## config.mk

```make
export PLATFORM = sky130hd
export DESIGN_NAME = uart_block_rx
export DESIGN_NICKNAME = d
export VERILOG_FILES = /design/src/rtl/uart_block_pkg.sv /design/src/rtl/uart_block_rx_uart_rx.sv /design/src/rtl/uart_block_rx.sv
export SDC_FILE = /design/constraint.sdc
export NUM_CORES = 1
export LEC_CHECK = 0
export ABC_AREA = 1
export BUFFER_PORTS_ARGS = -buffer_cell sky130_fd_sc_hd__buf_2
export CAP_MARGIN = 10
export CORE_MARGIN = 2
export CORE_UTILIZATION = 30
export DETAILED_ROUTE_END_ITERATION = 8
export MAX_ROUTING_LAYER = met4
export PLACE_DENSITY = 0.55
export SLEW_MARGIN = 5
export SYNTH_ARGS = -nofsm -noshare
export SYNTH_HDL_FRONTEND = slang
export SYNTH_HIERARCHICAL = 1
export SYNTH_SLANG_ARGS = --single-unit
```

## constraint.sdc

```tcl
create_clock -name clk -period 3.5 [get_ports clk]
set_input_delay 0.525 -clock clk [delete_from_list [all_inputs] [get_ports clk]]
set_output_delay 0.525 -clock clk [all_outputs]
set_load 0.01 [all_outputs]
```

## src/rtl/uart_block_pkg.sv

```systemverilog
// Shared types and sizes for the UART block receiver.
package uart_block_pkg;

  localparam int unsigned BLOCK_BYTES = 64;
  localparam int unsigned BLOCK_BITS  = 512;

  typedef enum logic [1:0] {
    IDLE,
    START,
    DATA,
    STOP
  } rx_state_t;

  typedef enum logic {
    FILL,
    HOLD
  } asm_state_t;

endpackage

```

## src/rtl/uart_block_rx_uart_rx.sv

```systemverilog
// 8N1 byte receiver: 2-FF synchronizer, start-bit qualification and centered sampling.
import uart_block_pkg::*;

module uart_rx #(
  parameter int unsigned CLKS_PER_BIT = 87
) (
  input  logic       clk,
  input  logic       rst,
  input  logic       rx,
  output logic       byte_valid,
  output logic [7:0] byte_data,
  output logic       frame_err,
  output logic       idle
);

  localparam int unsigned CNT_W = $clog2(CLKS_PER_BIT);
  localparam int unsigned HALF  = (CLKS_PER_BIT - 1) / 2;

  logic             sync1, sync2;
  rx_state_t        state, state_next;
  logic [CNT_W-1:0] cnt, cnt_next;
  logic [2:0]       bit_idx, bit_idx_next;
  logic [7:0]       shift, shift_next;
  logic             valid_next, ferr_next;

  always_ff @(posedge clk) begin
    if (rst) begin
      sync1      <= 1'b1;
      sync2      <= 1'b1;
      state      <= IDLE;
      cnt        <= '0;
      bit_idx    <= '0;
      shift      <= '0;
      byte_valid <= 1'b0;
      frame_err  <= 1'b0;
    end else begin
      sync1      <= rx;
      sync2      <= sync1;
      state      <= state_next;
      cnt        <= cnt_next;
      bit_idx    <= bit_idx_next;
      shift      <= shift_next;
      byte_valid <= valid_next;
      frame_err  <= ferr_next;
    end
  end

  always_comb begin
    state_next   = state;
    cnt_next     = cnt;
    bit_idx_next = bit_idx;
    shift_next   = shift;
    valid_next   = 1'b0;
    ferr_next    = 1'b0;
    case (state)
      IDLE: begin
        cnt_next     = '0;
        bit_idx_next = '0;
        if (!sync2) state_next = START;
      end
      START: begin
        if (cnt == CNT_W'(HALF)) begin
          cnt_next   = '0;
          // a line that has gone high again by mid-bit was only a glitch
          state_next = sync2 ? IDLE : DATA;
        end else begin
          cnt_next = cnt + 1'b1;
        end
      end
      DATA: begin
        if (cnt == CNT_W'(CLKS_PER_BIT - 1)) begin
          cnt_next   = '0;
          shift_next = {sync2, shift[7:1]};
          if (bit_idx == 3'd7) state_next = STOP;
          else bit_idx_next = bit_idx + 3'd1;
        end else begin
          cnt_next = cnt + 1'b1;
        end
      end
      STOP: begin
        if (cnt == CNT_W'(CLKS_PER_BIT - 1)) begin
          cnt_next   = '0;
          state_next = IDLE;
          valid_next = sync2;
          ferr_next  = !sync2;
        end else begin
          cnt_next = cnt + 1'b1;
        end
      end
      default: state_next = IDLE;
    endcase
  end

  assign byte_data = shift;
  assign idle      = (state == IDLE);

endmodule

```

## src/rtl/uart_block_rx.sv

```systemverilog
// Packs 64 received UART bytes into a 512-bit block with valid/ready hand-off.
import uart_block_pkg::*;

module uart_block_rx #(
  parameter int unsigned CLKS_PER_BIT = 87,
  parameter int unsigned TIMEOUT_BITS = 20
) (
  input  logic                  clk,
  input  logic                  rst,
  input  logic                  i_uart_rx,
  output logic [BLOCK_BITS-1:0] block_data,
  output logic                  block_valid,
  input  logic                  block_ready,
  output logic [6:0]            byte_count,
  output logic                  frame_err,
  output logic                  overrun,
  output logic                  timeout
);

  localparam int unsigned GAP_LIMIT = TIMEOUT_BITS * CLKS_PER_BIT;
  localparam int unsigned GAP_W     = $clog2(GAP_LIMIT + 1);

  logic                  byte_valid, rx_idle;
  logic [7:0]            byte_data;
  asm_state_t            asm_state, asm_next;
  logic [6:0]            count_next;
  logic [BLOCK_BITS-1:0] data_next;
  logic                  overrun_next, timeout_next;
  logic [GAP_W-1:0]      gap_cnt, gap_next;
  logic                  gap_active;

  uart_rx #(
    .CLKS_PER_BIT(CLKS_PER_BIT)
  ) u_rx (
    .clk       (clk),
    .rst       (rst),
    .rx        (i_uart_rx),
    .byte_valid(byte_valid),
    .byte_data (byte_data),
    .frame_err (frame_err),
    .idle      (rx_idle)
  );

  always_ff @(posedge clk) begin
    if (rst) begin
      asm_state  <= FILL;
      byte_count <= '0;
      block_data <= '0;
      overrun    <= 1'b0;
      timeout    <= 1'b0;
      gap_cnt    <= '0;
    end else begin
      asm_state  <= asm_next;
      byte_count <= count_next;
      block_data <= data_next;
      overrun    <= overrun_next;
      timeout    <= timeout_next;
      gap_cnt    <= gap_next;
    end
  end

  assign gap_active = (asm_state == FILL) && (byte_count != '0) &&
                      (byte_count < 7'(BLOCK_BYTES));

  always_comb begin
    asm_next     = asm_state;
    count_next   = byte_count;
    data_next    = block_data;
    overrun_next = 1'b0;
    timeout_next = 1'b0;
    case (asm_state)
      FILL: begin
        if (frame_err) begin
          count_next = '0;
        end else if (byte_valid) begin
          data_next[{byte_count[5:0], 3'b000} +: 8] = byte_data;
          if (byte_count == 7'(BLOCK_BYTES - 1)) begin
            count_next = 7'(BLOCK_BYTES);
            asm_next   = HOLD;
          end else begin
            count_next = byte_count + 7'd1;
          end
        end else if (gap_active && rx_idle && gap_cnt == GAP_W'(GAP_LIMIT - 1)) begin
          count_next   = '0;
          timeout_next = 1'b1;
        end
      end
      HOLD: begin
        // handshake has priority; a coincident byte starts the next block
        if (block_ready) begin
          asm_next = FILL;
          if (byte_valid) begin
            data_next[7:0] = byte_data;
            count_next     = 7'd1;
          end else begin
            count_next = '0;
          end
        end else if (byte_valid) begin
          overrun_next = 1'b1;
        end
      end
      default: asm_next = FILL;
    endcase
  end

  // gap counter pauses while a byte is in flight and restarts on every byte
  always_comb begin
    gap_next = gap_cnt;
    if (!gap_active || byte_valid || timeout_next) gap_next = '0;
    else if (rx_idle) gap_next = gap_cnt + 1'b1;
  end

  assign block_valid = (asm_state == HOLD);

endmodule

```

### Word level (Yosys, flattened, before mapping)

Cells that the tools add are included.

| word-level totals | value |
|---|---|
| register bits after elaboration | 557 |
| input port bits | 4 |

| operators by class | value |
|---|---|
| add/subtract/negate cells | 5 |
| bitwise gates (word level) | 4 |
| multiplexer cells | 36 |
| reduce and logical (&&, ||, !) cells | 21 |
| $lt $le $gt $ge | 1 |
| shifts and indexed selects | 2 |
| equality and inequality tests | 19 |

Operator list:

| cell | count |
|---|---|
| 512-bit bitwise mux | 1 |
| 8-bit by 11-bit variable shift with 512-bit output, first input constant | 1 |
| 8-bit by 11-bit indexed part select with 512-bit output | 1 |
| 7-bit two-way mux | 7 |
| 8-bit two-way mux | 4 |
| 7-bit case mux with 3 select lines | 1 |
| 8-bit case mux with 2 select lines | 1 |
| 7-bit by 1-bit adder with 7-bit output, second input constant | 2 |
| 7-bit by 6-bit equality test with 1-bit output, second input constant | 2 |
| 7-bit case mux with 2 select lines | 1 |
| 2-bit two-way mux | 6 |
| 2-bit by 1-bit inequality test with 1-bit output, second input constant | 6 |
| 11-bit by 1-bit adder with 11-bit output, second input constant | 1 |
| 11-bit equality test, second input constant | 1 |
| 9-bit negator with 11-bit output | 1 |
| 1-bit two-way mux | 10 |
| 2-bit inequality test, second input constant | 4 |
| 2-bit case mux with 4 select lines | 1 |
| 7-bit equality test, second input constant | 1 |
| 7-bit less-than comparator, second input constant | 1 |
| 7-bit nonzero test | 1 |
| 3-bit two-way mux | 2 |
| 3-bit case mux with 2 select lines | 1 |
| 3-bit AND reduction | 2 |
| 17 further kinds | 29 |

### Logic depth before layout (Yosys ltp)

| depth | value |
|---|---|
| depth after elaboration | 11 |
| depth in mapped cells | 15 |
| depth with buffers taken out | 14 |

### Modules after synthesis

The synthesis kept the hierarchy.

By module, submodules not included:

| module | cells each | area an instance (µm²) | instances | seq. area each (µm²) |
|---|---|---|---|---|
| uart_block_rx | 2785 | 20712.4 | 1 | 10670.2 |
| uart_rx | 129 | 1013.5 | 1 | 480.5 |

### Worst setup path before layout

No wires, ideal clock.

| path | value |
|---|---|
| path kind | register to register |
| start point | register byte_count[0] |
| end point | register block_data[256] |
| clock period less this slack | 2.218 ns |
| path buffers | 1 |
| path slack | 1.282 ns |
| data arrival time | 2.103 ns |
| stages on the path, launching flop included | 14 |
| setup time | 0.116 ns |
| cell sequence | dfxtp_1 -> inv_2 -> ha_1 -> inv_1 -> nand2_1 -> nand2_2 -> buf_2 -> nand2_1 -> nor2_1 -> nand2_1 -> nor2_2 -> inv_1 -> nor2_1 -> nor2_1 |

| on the way | value |
|---|---|
| word-level cells in the longest chain between the ends | 3 |
| elaborated cells on any way between the ends | 4 |

Ends and longest elaborated chain:

| element | line | text |
|---|---|---|
| start: declaration | uart_block_rx.sv:14 | `output logic [6:0] byte_count,` |
| start signal: assignment | uart_block_rx.sv:54 | `byte_count <= count_next;` |
| 9-bit negator with 11-bit output * | uart_block_rx.sv:76 | `data_next[{byte_count[5:0], 3'b000} +: 8] = byte_data;` |
| 8-bit by 11-bit indexed part select with 512-bit output / 8-bit by 11-bit variable shift with 512-bit output (equally long branches) | uart_block_rx.sv:76 |  |
| 512-bit bitwise mux * | uart_block_rx.sv:76 |  |
| end signal: assignment | uart_block_rx.sv:55 | `block_data <= data_next;` |
| end: declaration | uart_block_rx.sv:11 | `output logic [BLOCK_BITS-1:0] block_data,` |

Every way passes the cells marked *; elsewhere a longest branch is shown, timed or not.
A chain may end at the register's enable or synchronous reset.

### Final worst setup path

| path | value |
|---|---|
| start point | register byte_count[2] |
| end point | register block_data[240] |

Same word-level chain as after synthesis.

==> results.toml <==
[placement]
port_buffers = 526
dp.final_hpwl_um = 59900
gp_congestion = 0.852
pre_cts_slack_ps = 310

[drt]
wirelength_um = 87400
ant_nets = 0
route.detailed.drc = 0
vias = 21400
routedWlPerCell_um = 19.9
avgViaCountPerCell = 4.87
drt-initial-drc-count = 1709
dr.pass1.iters = 5

[sta]
period_share_pct = 94.1
holdWs_ps = 139
timing.final.ws_setup_ps = 205
hold_viol_final = 0
slew_headroom_pct = 40.2
setup_viol = 0
period_needed_ps = 3290
tightestPinTransition_ps = 896
tns_ps = 0
report.final.slew_viol_count = 0
fmaxAchievable_ghz = 0.304
fin_skew_ps = 34.8
grt_setup_unrepaired = "false"

[die]
dieArea_um2 = 74600
rows = 98
ios = 527
die_h_um = 273
start_util_pct = 30.3
coreArea_um2 = 71600
die_w_um = 273

[clock_tree]
ctsHoldBuffers = 0
clockRootBuffer = "clkbuf_16"
htree_levels = 3
cts_setup_buffers = 0
cts_buffer_depth = 3
cts_num_sinks = 557
cts_resized = 0
cts_buffers = 69
clkTransAtPathRegs_ps = 60
cts_tree = "yes"
clock_latency_ps = 610

[synth]
ys_seq_area_share_pct = 51.3
yosys.area_share.xor_xnor_pct = 0.691
syn_area_um2 = 21700
synth-seq-cells = 557
syn-mean-instance-area_um2 = 7.46
yosys_warnings = 6
synth_simple_gate_area_share_pct = 29.1
synth_mux_area_share_pct = 0
synth_top_family_by_area = "simple AND/OR/NAND/NOR gates"
synth_fp_nets = 2927
synth_fa_ha_area_share_pct = 0.518
syn_inst = 2914
yosysUniqueCellTypes = 34
synth-compound-area-share_pct = 12.2

[flow_run]
drv_cap = 0

[cells_and_area]
multiInputGateArea_um2 = 9280
layout_common_cells = "nor2_1, dfxtp_1, buf_2, nand2_1, a21oi_1"
regArea_um2 = 11200
nets = 3405
layout_commonest_cell = "nor2_1"
fillers = 7629
drive_gt1_share_pct = 22.3
area_growth_pct = 27.4

[worst_setup_path]
cp.required_ps = 3940
crit_path_max_fanout = 16
start_kind = "flip-flop"
crit_slowest_cell = "nor2_2"
path_cells = "nor2_2, nand2_4, xor2_4, nand2_4, nor2_2, nand2_1, nand2_1, a21oi_1"
worst_path_largest_cell_delay_ps = 760
arrival_ps = 3740
path_class = "flip-flop to flip-flop"
cp-end-kind = "flip-flop"

[run_status]
run_status = "complete, no violations"

[global_routing]
grt_pass1_wl_um = 128000
grt_max_degree = 168
met3_usage_pct = 5.95
track_usage_pct = 23.1
busiest_layer = "met2"
grt.met2_usage_pct = 37.4
antenna_found_initial = 3
met1_usage_pct = 27.9
grt_pass1_vias = 20100
grt-ovfl-total = 0

[pwr]
leakagePower_nw = 12.3
max-vdd-ir-drop_mv = 0.295
power.density_nw_per_um2 = 503
power_mw = 13.9

[hold_path]
min_path_type = "input pin to flip-flop"
==> worst max-delay path, delay by kind of cell (launching register included) <==
family | cells | cell delay (ps)
AOI/OAI and AO/OA | 1 | 80
xor gates and xnor gates | 1 | 540
and+or+nand+nor | 6 | 1920
DFF | 1 | 590
==> per-stage QoR <==
stage	area (µm²)	std cells	utilization, %
after CTS	27700	4388	38.6
final	27700	4390	38.6
after global placement	25300	4270	35.4
after floorplan	21700	2914	-
after detailed placement	25300	4270	35.4
after global routing	27700	4390	38.6
==> cell families (layout without fill, tap and decap cells) <==
logic type | count (synthesis) | after routing
simple gates | 1472 | 1473
xor+xnor | 15 | 15
fa+ha+maj | 9 | 9
compound gates | 529 | 529
flops | 557 | 557
other cells | 0 | 1
buf+inv | 332 | 856
==> registers in the layout, summed over array words and instances, names as in the netlist, named ones only <==
name	count
u_rx/bit_idx	3
block_valid	1
u_rx/sync1	1
u_rx/frame_err	1
u_rx/byte_valid	1
byte_count	7
u_rx/byte_data	8
u_rx/cnt	7
gap_cnt	11
u_rx/sync2	1
block_data	512
u_rx/state	1
timeout	1
overrun	1
==> path summary, 6_finish.rpt <==
check / cells after the start / end / slack [ps] / from
hold reg to reg: 1 / u_rx/frame_err / 430 / u_rx/sync2
hold / removal: 2 / u_rx/sync1 / 140 / i_uart_rx
setup / recovery: 8 / block_data[240] / 210 / byte_count[2]
setup reg to reg: 8 / block_data[240] / 210 / byte_count[2]
==> layout make-up <==
cell class / count / share of cell area [%]
Sequential cell: 557 / 40.3
Timing Repair Buffer: 575 / 11.2
Multi-Input combinational cell: 2026 / 33.5
Clock inverter: 27 / 1.22
Clock buffer: 91 / 7.20
Antenna cell: 1 / 0.00904
Inverter: 163 / 2.24
Tap cell: 950 / 4.30
==> synth_stat cells (all sizes together) <==
| cell | number | area [µm²] |
|---|---|---|
| clkbuf | 108 | 405 |
| nand2 | 485 | 1880 |
| o21a | 1 | 7.51 |
| ha | 9 | 113 |
| xnor2 | 5 | 43.8 |
| nor3 | 47 | 240 |
| a31oi | 1 | 6.26 |
| buf | 61 | 324 |
| nand3 | 144 | 721 |
| nor2 | 659 | 2590 |
| a211oi | 2 | 15.0 |
| xor2 | 10 | 106 |
| inv | 163 | 612 |
| nor3b | 2 | 15.0 |
| a21oi | 274 | 1370 |
| nor4 | 1 | 6.26 |
| o22ai | 1 | 6.26 |
| o21ai | 250 | 1250 |
| nand4 | 132 | 847 |
| or2 | 2 | 12.5 |
| dfxtp | 557 | 11200 |
==> where the power goes <==
group | total (mW) | switching (mW) | internal [mW]
registers | 6.35 | 0.00699 | 6.35
logic | 0.218 | 0.169 | 0.0493
clock network | 7.35 | 2.90 | 4.45
total | 13.9 | 3.07 | 10.8
==> per-layer routing <==
| metal | wire length, µm | vias to the layer above |
|---|---|---|
| met5 | 0 | - |
| met4 | 2340 | 0 |
| met3 | 7020 | 138 |
| met2 | 41900 | 783 |
| met1 | 36200 | 9906 |
| li1 | - | 10500 |
Note: power is estimated with default switching activity, not from simulation.
